<file path="src/rtl/ob_client.sv">
// ob_client: initiator front end for the order-book command/response interface.
// Issues commands to ob, tracks live uids in a small table, matches responses, flags misses/timeouts.
package ob_pkg;
  typedef struct packed {
    logic [7:0]  uid;
    logic [1:0]  op;
    logic [15:0] data;
  } cmd_t;

  typedef struct packed {
    logic [7:0]  uid;
    logic [1:0]  status;
    logic [15:0] data;
  } rsp_t;
endpackage

// state | meaning
// RUN   | normal operation, commands accepted and issued
// DRAIN | issue blocked, waiting for the table to empty
// DONE  | table empty, drain_done asserted for this cycle
module ob_client #(
  parameter int MAX_OUT    = 4,
  parameter int TMO_CYCLES = 1024
) (
  input  logic                         clk,
  input  logic                         rst,
  input  logic                         in_vld,
  input  ob_pkg::cmd_t                 in_cmd,
  output logic                         in_rdy,
  output logic                         cmd_vld_r,
  output ob_pkg::cmd_t                 cmd_r,
  input  logic                         cmd_full_r,
  input  logic                         rsp_vld,
  input  ob_pkg::rsp_t                 rsp,
  output logic                         rsp_accept,
  output logic                         out_vld,
  output ob_pkg::rsp_t                 out_rsp,
  input  logic                         out_rdy,
  input  logic                         drain_req,
  output logic                         drain_done,
  output logic                         err_unexp,
  output logic                         err_tmo,
  output logic [$clog2(MAX_OUT+1)-1:0] outstanding
);
  import ob_pkg::*;

  localparam int OW = $clog2(MAX_OUT + 1);
  localparam int IW = (MAX_OUT > 1) ? $clog2(MAX_OUT) : 1;
  localparam int AW = $clog2(TMO_CYCLES);
  localparam logic [AW-1:0] AGE_MAX = AW'(TMO_CYCLES - 1);

  typedef enum logic [1:0] {S_RUN, S_DRAIN, S_DONE} state_t;

  state_t               state_q, state_d;
  logic [MAX_OUT-1:0]   vld_q;
  logic [7:0]           uid_q [MAX_OUT];
  logic [AW-1:0]        age_q [MAX_OUT];
  logic                 cmd_vld_q;
  cmd_t                 cmd_q;
  logic                 out_vld_q;
  rsp_t                 out_rsp_q;
  logic                 err_unexp_q;
  logic                 err_tmo_q;

  logic [OW-1:0]        live_cnt;
  logic                 dup;
  logic                 free_found;
  logic [IW-1:0]        alloc_idx;
  logic                 hit;
  logic [IW-1:0]        hit_idx;
  logic                 alloc;
  logic                 rsp_hit;
  logic                 rsp_miss;
  logic [MAX_OUT-1:0]   tmo_vec;

  always_comb begin
    live_cnt   = '0;
    dup        = 1'b0;
    free_found = 1'b0;
    alloc_idx  = '0;
    hit        = 1'b0;
    hit_idx    = '0;
    for (int i = 0; i < MAX_OUT; i++) begin
      if (vld_q[i]) live_cnt = live_cnt + OW'(1);
      if (vld_q[i] && (uid_q[i] == in_cmd.uid)) dup = 1'b1;
      if (!vld_q[i] && !free_found) begin
        free_found = 1'b1;
        alloc_idx  = IW'(i);
      end
      if (vld_q[i] && (uid_q[i] == rsp.uid) && !hit) begin
        hit     = 1'b1;
        hit_idx = IW'(i);
      end
    end
  end

  assign in_rdy     = (state_q == S_RUN) && !cmd_full_r && (live_cnt < OW'(MAX_OUT))
                      && free_found && !dup;
  assign alloc      = in_vld && in_rdy;
  assign rsp_accept = rsp_vld && (!out_vld_q || out_rdy);
  assign rsp_hit    = rsp_accept && hit;
  assign rsp_miss   = rsp_accept && !hit;

  // A response arriving on the entry's last cycle wins over the timeout.
  always_comb begin
    tmo_vec = '0;
    for (int i = 0; i < MAX_OUT; i++) begin
      tmo_vec[i] = vld_q[i] && (age_q[i] == AGE_MAX) && !(rsp_hit && (hit_idx == IW'(i)));
    end
  end

  always_ff @(posedge clk or negedge rst) begin
    if (!rst) begin
      vld_q <= '0;
      for (int i = 0; i < MAX_OUT; i++) begin
        uid_q[i] <= '0;
        age_q[i] <= '0;
      end
    end else begin
      for (int i = 0; i < MAX_OUT; i++) begin
        if (alloc && (alloc_idx == IW'(i))) begin
          vld_q[i] <= 1'b1;
          uid_q[i] <= in_cmd.uid;
          age_q[i] <= '0;
        end else if ((rsp_hit && (hit_idx == IW'(i))) || tmo_vec[i]) begin
          vld_q[i] <= 1'b0;
          age_q[i] <= '0;
        end else if (vld_q[i]) begin
          age_q[i] <= age_q[i] + AW'(1);
        end
      end
    end
  end

  always_ff @(posedge clk or negedge rst) begin
    if (!rst) begin
      cmd_vld_q   <= 1'b0;
      cmd_q       <= '0;
      out_vld_q   <= 1'b0;
      out_rsp_q   <= '0;
      err_unexp_q <= 1'b0;
      err_tmo_q   <= 1'b0;
    end else begin
      cmd_vld_q   <= alloc;
      if (alloc) cmd_q <= in_cmd;
      if (rsp_hit) begin
        out_vld_q <= 1'b1;
        out_rsp_q <= rsp;
      end else if (out_rdy) begin
        out_vld_q <= 1'b0;
      end
      err_unexp_q <= rsp_miss;
      err_tmo_q   <= |tmo_vec;
    end
  end

  always_ff @(posedge clk or negedge rst) begin
    if (!rst) state_q <= S_RUN;
    else      state_q <= state_d;
  end

  always_comb begin
    state_d = state_q;
    case (state_q)
      S_RUN:   if (drain_req) state_d = S_DRAIN;
      S_DRAIN: if (live_cnt == '0) state_d = S_DONE;
      S_DONE:  state_d = drain_req ? S_DRAIN : S_RUN;
      default: state_d = S_RUN;
    endcase
  end

  assign drain_done  = (state_q == S_DONE);
  assign cmd_vld_r   = cmd_vld_q;
  assign cmd_r       = cmd_q;
  assign out_vld     = out_vld_q;
  assign out_rsp     = out_rsp_q;
  assign err_unexp   = err_unexp_q;
  assign err_tmo     = err_tmo_q;
  assign outstanding = live_cnt;
endmodule
</file>
<file path="config.mk">
export PLATFORM = sky130hd
export DESIGN_NAME = ob_client
export DESIGN_NICKNAME = d
export VERILOG_FILES = /design/src/rtl/ob_client.sv
export SDC_FILE = /design/constraint.sdc
export NUM_CORES = 1
export LEC_CHECK = 0
export CORE_ASPECT_RATIO = 1.5
export CORE_MARGIN = 4
export CORE_UTILIZATION = 25
export CTS_CLUSTER_DIAMETER = 120
export DETAILED_ROUTE_END_ITERATION = 6
export PLACE_DENSITY = 0.53
export SETUP_SLACK_MARGIN = 0.05
export SYNTH_ARGS = -nofsm -noshare
export SYNTH_HDL_FRONTEND = slang
export SYNTH_SLANG_ARGS = --single-unit
</file>
<file path="constraint.sdc">
create_clock -name clk -period 3.45 [get_ports clk]
set_input_delay 0.69 -clock clk [delete_from_list [all_inputs] [get_ports clk]]
set_output_delay 0.69 -clock clk [all_outputs]
set_load 0.005 [all_outputs]
</file>
# == Word level (Yosys, flattened, before mapping) ==
# Index checks and enable logic that the tools add are counted.
# word_totals
register_bits,134
out_inout_bits,62
# op_classes
add_sub_neg,7
order_cmp,1
eq_ne,22
n_mux,48
n_reduce_logical,74
# ops
op,count
two-way mux 10 bit,12
equality test 8 bit,8
adder 10 x 1 -> 10 bit (second input constant),4
equality test 10 bit (second input constant),4
logical AND 1 bit,38
two-way mux 1 bit,26
logical NOT 1 bit,16
two-way mux 2 bit,7
nonzero test 3 bit,4
equality test 2 bit (second input constant),5
nonzero test 2 bit,5
adder 3 x 1 -> 3 bit (second input constant),2
equality test 2 x 1 -> 1 bit (second input constant),3
logical NOT 2 bit,3
two-way mux 3 bit,2
case mux 2 bit (3 select lines),1
logical OR 1 bit,5
!= test 2 bit (second input constant),2
OR reduction 4 bit,1
logical NOT 3 bit,1
less-than comparator 3 bit (second input constant),1
adder 1 x 1 -> 2 bit (second input constant),1
AND reduction 2 bit,1

# == Longest topological paths before layout ==
# Gate-level depths: netlist (run 1).
# logic_depth
depth_word,19
depth_mapped,14
depth_no_buf,10

# == Worst setup path before layout (run 1) ==
# No wires, ideal clock.
# synth_timing
path_type,register to register
from,reg vld_q[0]
to,reg uid_q[24] (netlist bit)
arrival_time_ns,3.583
setup_slack_ns,-0.258
stages_incl_launch_ff,14
synth_period_minus_slack_ns,3.708
path_cell_list,dfrtp_1 -> clkinv_1 -> clkbuf_1 -> ha_1 -> xor2_1 -> ha_1 -> nand2_1 -> xor2_1 -> or4_1 -> a211o_1 -> buf_4 -> or4b_1 -> buf_6 -> mux2_4
# synth_via
elab_chain_cells,13
# synth_lines
element,line_no,rtl
"start, declared",55,logic [MAX_OUT-1:0] vld_q;
"start signal, assigned",114,vld_q <= '0;
"start signal, assigned by index",122,vld_q[i] <= 1'b1;
"start signal, assigned by index",126,vld_q[i] <= 1'b0;
two-way mux 1 bit *,84,if (vld_q[i]) live_cnt = live_cnt + OW'(1);
adder 1 x 1 -> 2 bit,84,
two-way mux 2 bit *,84,
adder 3 x 1 -> 3 bit,84,
two-way mux 3 bit *,84,
adder 3 x 1 -> 3 bit,84,
two-way mux 3 bit *,84,
named net outstanding[2],43,output logic [$clog2(MAX_OUT+1)-1:0] outstanding
less-than comparator 3 bit *,97,assign in_rdy = (state_q == S_RUN) && !cmd_full_r && (live_cnt < OW'(MAX_OUT))
logical AND 1 bit *,97,
logical AND 1 bit * (2 in series),98,&& free_found && !dup;
logical AND 1 bit *,99,assign alloc = in_vld && in_rdy;
logical AND 1 bit *,121,if (alloc && (alloc_idx == IW'(i))) begin
"end signal, assigned by index",123,uid_q[i] <= in_cmd.uid;
"end, declared",56,logic [7:0] uid_q [MAX_OUT];
# The timed path passes the listed nets; every way through them passes the cells marked *.
# A chain may end at the register's enable or synchronous reset.

# == Final worst setup path (run 1) ==
# layout_timing
from,reg vld_q[0]
to,out in_rdy
# layout_via
elab_chain_cells,11
# layout_lines
element,line_no,rtl
two-way mux 1 bit,84,
adder 1 x 1 -> 2 bit,84,
two-way mux 2 bit,84,
adder 3 x 1 -> 3 bit,84,
two-way mux 3 bit,84,
adder 3 x 1 -> 3 bit,84,
two-way mux 3 bit,84,
less-than comparator 3 bit,97,
logical AND 1 bit,97,
logical AND 1 bit,98,
logical AND 1 bit *,98,
"end, declared",29,"output logic in_rdy,"
# Mark *: on every way between the ends. The rest lies on a longest branch, timed or not.

==> reports/metrics.cfg, run 1 <==
[detailed_routing]
wl_per_cell_um = 16.0
drc = 0
routed_via_density = 4.47
ant_nets = 0
initialDrtViolationCount = 197
finalWirelength_um = 17500
drt_first_pass_iters = 4
vias = 4867

[finish]
final.fill_count = 2627
mostFrequentLayoutCells = dfrtp_1 (133), clkdlybuf4s50_1 (118), mux2_2 (79)
stdcell_area_sq_um = 9180
fin_cells = 1089
regArea_sq_um = 3350
final_common_cell = dfrtp_1
nets = 807
layout-drive-gt1-share_pct = 22.9
area_growth_pct = 36.0
antenna_cells = 0
multiInputGateArea_sq_um = 3230

[floorplanning]
die-area_sq_um = 29700
ios = 121
die_h_um = 209
core_sq_um = 26600
fp-row-count = 73
die_w_um = 142
initial_utilization_pct = 25.4

[setup_path]
reg2regPathDepth = 12
arrival_ps = 2690
max_stage_delay_ps = 420
crit_buf_inv = 2
r2r_end = uid_q[24]$_DFFE_PN0N_
slowest_stage = or4_4
path_delay_family = simple AND/OR/NAND/NOR gates
cp_num_cells = 10
path_cells = clkinv_4 -> ha_4 -> xor2_2 -> ha_2 -> nand2_1 -> xor2_1 -> or4_4 -> a211o_1 -> nor2_2 -> buf_2
start_kind = flop
cp-end-kind = primary output
timing.rr.start = vld_q[0]$_DFFE_PN0P_
crit_type = reg2out
rrSetupSlack_ps = 70
cp_max_fo = 4
crit_required_ps = 2760

[grt]
grt_pass1_wl_um = 27900
grt_pass1_vias = 5061
grt_max_degree = 74
grt_usage_pct = 12.0
antenna_found_initial = 0
grt-ovfl-total = 0

[placement]
gp_congestion = 0.819
io_buffers = 120
place_inst = 1054
place_area_sq_um = 8590
dp_hpwl_um = 12700

[yosys]
ys_seq_area_share_pct = 49.7
postSynthAreaPerCell_sq_um = 11.3
ys_types = 47
syn-instance-count = 595
synth_edf_count = 0
synth-seq-cells = 134
netlist_area_sq_um = 6750
syn_nets = 663
synthArstFlopShare_pct = 100
synth_ff_type = dfrtp_1
yosysWarningCount = 0

[clocking]
clk_pin_slew_ps = 60
clk_latency_ps = 430
htreeDepth = 4
numCtsBuffers = 17
hold_buffers = 0
ctsLongestPathBuffers = 2
cts_tree = built
clock_sinks = 134
cts_root_buf = clkbuf_16

[sta]
worstMarginPinSlew_ps = 720
fmax_mhz = 296
skew_ps = 13.5
maxSlewHeadroom_pct = 52.0
min_period_ps = 3380
slew_viol_final = 0
hold_violations = 0
final.period_utilization_pct = 98.0
finalSetupViolCount = 0
rsz0062_at_grt = true

[pwr]
worst_ir_drop_vdd_uv = 442
power.leakage_nw = 3.93
total_power_mw = 6.87
powerDensity_nw_per_um2 = 749

[min_path]
hold_path.class = in2async

[outcome]
status = complete, no violations

[job]
maxCapViolations = 0

[worst max path at each step]
stage          slack, ps                    end                  from
2_1_floorplan         50  uid_q[24]$_DFFE_PN0N_  vld_q[0]$_DFFE_PN0P_
3_3_place_gp         -30                 in_rdy            in_cmd[24]
3_5_place_dp         -20                 in_rdy            in_cmd[24]
4_1_cts             -100                 in_rdy  vld_q[0]$_DFFE_PN0P_
5_1_grt              -80                 in_rdy  vld_q[0]$_DFFE_PN0P_
6_report              70                 in_rdy  vld_q[0]$_DFFE_PN0P_
[Yosys cell counts (3+ instances only)]
cell type / n / area share, %
nor2_1: 29 / 1.6
and3_1: 6 / 0.56
mux2_4: 8 / 1.8
o2bb2ai_1: 8 / 1.0
or3_1: 5 / 0.46
mux2_2: 79 / 13
xor2_1: 47 / 6.1
o22ai_1: 3 / 0.28
nor3_1: 29 / 2.2
nor4_1: 6 / 0.56
ha_1: 9 / 1.7
mux2i_1: 4 / 0.59
and2_1: 10 / 0.93
buf_1: 3 / 0.17
buf_2: 15 / 1.1
a21oi_1: 6 / 0.44
clkbuf_1: 17 / 0.95
o21ai_0: 12 / 0.89
inv_1: 10 / 0.56
nand2_1: 35 / 1.9
xnor2_1: 44 / 5.7
o31ai_1: 3 / 0.33
nand4_1: 20 / 1.9
dfrtp_1: 134 / 50
o32ai_1: 3 / 0.39
nand3_1: 23 / 1.7
[metal layers]
metal	routed length [um]	share of wire [%]	global-route usage [%]	up-vias
met1	7480	43	14.5	2398
met5	0	0	0	-
met2	8940	51	20.5	97
li1	-	-	-	2350
met3	671	3.8	3.03	22
met4	375	2.1	4.70	0
[cell families after synthesis]
| kind of cell | synth area share (%) |
|---|---|
| mux | 15.6 |
| xor+xnor | 11.8 |
| compound gates | 4.82 |
| simple gates | 13.4 |
| flops | 49.7 |
| buf+inv | 3.11 |
| fa+ha+maj | 1.67 |
[power breakdown]
part | internal [mW] | switching, mW | total [mW]
Combinational | 1.56 | 1.05 | 2.61
Sequential | 2.11 | 0.470 | 2.58
Clock | 1.00 | 0.681 | 1.68
Total | 4.67 | 2.20 | 6.87
[through the flow]
| step | util, % | setup WS (ps) | setup TNS, ps | hold WS (ps) |
|---|---|---|---|---|
| 5_1_grt | 34.5 | -83.7 | -541 | 358 |
| 3_3_place_gp | 32.3 | -27.8 | -27.8 | 486 |
| 4_1_cts | 34.4 | -98.5 | -118 | 319 |
| 3_5_place_dp | 32.3 | -20.9 | -20.9 | 492 |
| 2_1_floorplan | - | 49.8 | 0 | 394 |
| 6_report | 34.5 | 69.1 | 0 | 305 |
[state kept, by name, indices dropped and copies added, names as in the netlist]
name       flops
vld_q          4
state_q        2
err_tmo        1
cmd_r         26
out_vld        1
uid_q         32
cmd_vld_r      1
err_unexp      1
age_q         40
out_rsp       26
[area by class of cell]
cell class                 instances  share of cell area (%)
sequential                       134                    36.5
multi-input combinational        413                    35.2
timing repair buffer             162                    17.4
clock buffer                      22                    4.95
tap                              337                    4.59
clock inverter                    10                   0.900
inverter                          11                   0.504
[repair_timing]
action,in CTS,in global routing
resized for setup,7,2
gates cloned,0,1
buffers inserted,1,2
pin swaps,3,3
endpoints found under the setup margin,5,69
Note: power is estimated with default switching activity, not from simulation.
==> run 2, diff against run 1 <==
--- a/config.mk
+++ b/config.mk
@@ -10,7 +10,9 @@
 export CORE_UTILIZATION = 25
 export CTS_CLUSTER_DIAMETER = 120
 export DETAILED_ROUTE_END_ITERATION = 6
+export GPL_ROUTABILITY_DRIVEN = 1
 export PLACE_DENSITY = 0.53
+export RECOVER_POWER = 25
 export SETUP_SLACK_MARGIN = 0.05
 export SYNTH_ARGS = -nofsm -noshare
 export SYNTH_HDL_FRONTEND = slang
==> run 2 against run 1 <==
Net effect:
- the flow now finishes with violations (capacitance limit, slew limit)
- clock skew barely moved
- fmax barely moved
- total power barely moved
- wire length barely moved
- cell count did not move
- via count barely moved
- hold slack improved by 200 ps
- first-iteration DRC count did not move
- non-clock buffer count did not move
==> reports/metrics.cfg, run 2 (synthesis gave the netlist of run 1 again) <==
[outcome]
status = complete, but fails checks
violations = capacitance limit, slew limit

[detailed_routing]
routed_via_density = 4.47
initialDrtViolationCount = 197
ant_nets = 0
finalWirelength_um = 17500
drc = 0
vias = 4868
wl_per_cell_um = 16.0
drt_first_pass_iters = 4

[pwr]
swShare_pct = 32.0
power.leakage_nw = 3.92
combPwrFrac_pct = 37.9
worst_ir_drop_vdd_uv = 442
p_sw_mw = 2.20
internal_power_mw = 4.67
total_power_mw = 6.87
pwr-share-clk_pct = 24.5
powerDensity_nw_per_um2 = 750
seqPwrFrac_pct = 37.6

[clocking]
cts_tree = built
cts_root_buf = clkbuf_16
ctsLongestPathBuffers = 2
clock_sinks = 134
numCtsBuffers = 17
clk_latency_ps = 430
hold_buffers = 0
htreeDepth = 4
clk_pin_slew_ps = 60

[setup_path]
rrSetupSlack_ps = 70
start_kind = flop
endpoint = in_rdy
startpoint = vld_q[0]$_DFFE_PN0P_
timing.rr.start = vld_q[0]$_DFFE_PN0P_
crit_required_ps = 2760
reg2regPathDepth = 12
crit_type = reg2out
r2r_end = uid_q[24]$_DFFE_PN0N_
cp_max_fo = 4
arrival_ps = 2690
cp-end-kind = primary output

[floorplanning]
die_h_um = 209
die_w_um = 142
core_sq_um = 26600
initial_utilization_pct = 25.4
die-area_sq_um = 29700
fp-row-count = 73
ios = 121

[finish]
regMostFlops = age_q
fin_cells = 1089
nets = 807
antenna_cells = 0
layout-drive-gt1-share_pct = 22.9
final_common_cell = dfrtp_1
largest_register_ffs = 40
final.fill_count = 2631
mostFrequentLayoutCells = dfrtp_1 (133), clkdlybuf4s50_1 (118), mux2_2 (79)
top_regs = age_q: 40 flops, uid_q: 32 flops
utilization_pct = 34.5
area_growth_pct = 35.7

[min_path]
hold_path.class = reg2reg

[placement]
dp_hpwl_um = 12700
place_ws_ps = -20.9
io_buffers = 120
place_inst = 1054
gp_congestion = 0.819

[sta]
hold_slack_ps = 501
timing.final.ws_setup_ps = 69.2
hold_violations = 0
finalSetupViolCount = 0
worstMarginPinSlew_ps = 1910
rsz0062_at_grt = true
slew_viol_final = 74
final.period_utilization_pct = 98.0
min_period_ps = 3380
skew_ps = 13.5
maxSlewHeadroom_pct = -27.5
fmax_mhz = 296

[job]
maxCapViolations = 1

[grt]
grt_pass1_wl_um = 27900
grt_pass1_vias = 5061
antenna_found_initial = 0
grt_max_degree = 74
grt_usage_pct = 12.0
grt-ovfl-total = 0

==> run 2: power by group through the flow <==
stage | Sequential [mW] | Combinational, mW | Clock (mW)
global placement | 2.60 | 2.59 | 0
CTS | 2.59 | 2.65 | 1.75
detailed placement | 2.61 | 2.62 | 0
finish | 2.58 | 2.60 | 1.68
global route | 2.66 | 2.88 | 1.80
floorplan | 2.52 | 1.53 | 0
==> run 2: area by class of cell <==
| class | count | area (sq um) | area share [%] |
|---|---|---|---|
| Sequential cell | 134 | 3350 | 36.6 |
| Multi-Input combinational cell | 413 | 3230 | 35.2 |
| Timing Repair Buffer | 162 | 1570 | 17.2 |
| Clock buffer | 22 | 454 | 4.96 |
| Tap cell | 337 | 422 | 4.60 |
| Clock inverter | 10 | 82.6 | 0.902 |
| Inverter | 11 | 46.3 | 0.506 |
==> run 2: worst min-delay path by stage <==
stage	slack, ps	startpoint	cells after the start	end
finish	500	cmd_r[16]$_DFFE_PN0P_	1	cmd_r[16]$_DFFE_PN0P_
global route	520	out_rsp[9]$_DFFE_PN0P_	1	out_rsp[9]$_DFFE_PN0P_
CTS	320	rst	1	age_q[33]$_DFFE_PN0P_
detailed placement	490	cmd_r[17]$_DFFE_PN0P_	1	cmd_r[17]$_DFFE_PN0P_
global placement	490	cmd_r[7]$_DFFE_PN0P_	1	cmd_r[7]$_DFFE_PN0P_
floorplan	390	rst	0	age_q[0]$_DFFE_PN0P_
==> run 2: per-stage QoR <==
stage / setup TNS (ps) / instance area, sq um
6_report: 0 / 9160
5_1_grt: -541 / 9160
4_1_cts: -118 / 9150
3_5_place_dp: -20.9 / 8590
3_3_place_gp: -27.8 / 8590
2_1_floorplan: 0 / 6790
==> run 2: metal layers <==
layer	vias to the layer above	part of all wire [%]	GRT usage, %
li1	2350	-	-
met1	2399	43	14.5
met2	97	51	20.5
met3	22	3.8	3.03
met4	0	2.1	4.70
met5	-	0	0
==> run 2: timing repair <==
action	CTS	global route
buffers inserted	1	2
pin swaps	3	3
setup endpoints to repair	5	69
gates resized for setup	7	2
cloned	0	1
==> run 2: worst max-delay path: stages, from the launching register on <==
cell and delay [ps]:
dfrtp_2 410, clkinv_4 70, ha_4 270, xor2_2 160
ha_2 180, nand2_1 60, xor2_1 170, or4_4 420
a211o_1 270, nor2_2 130, buf_2 120
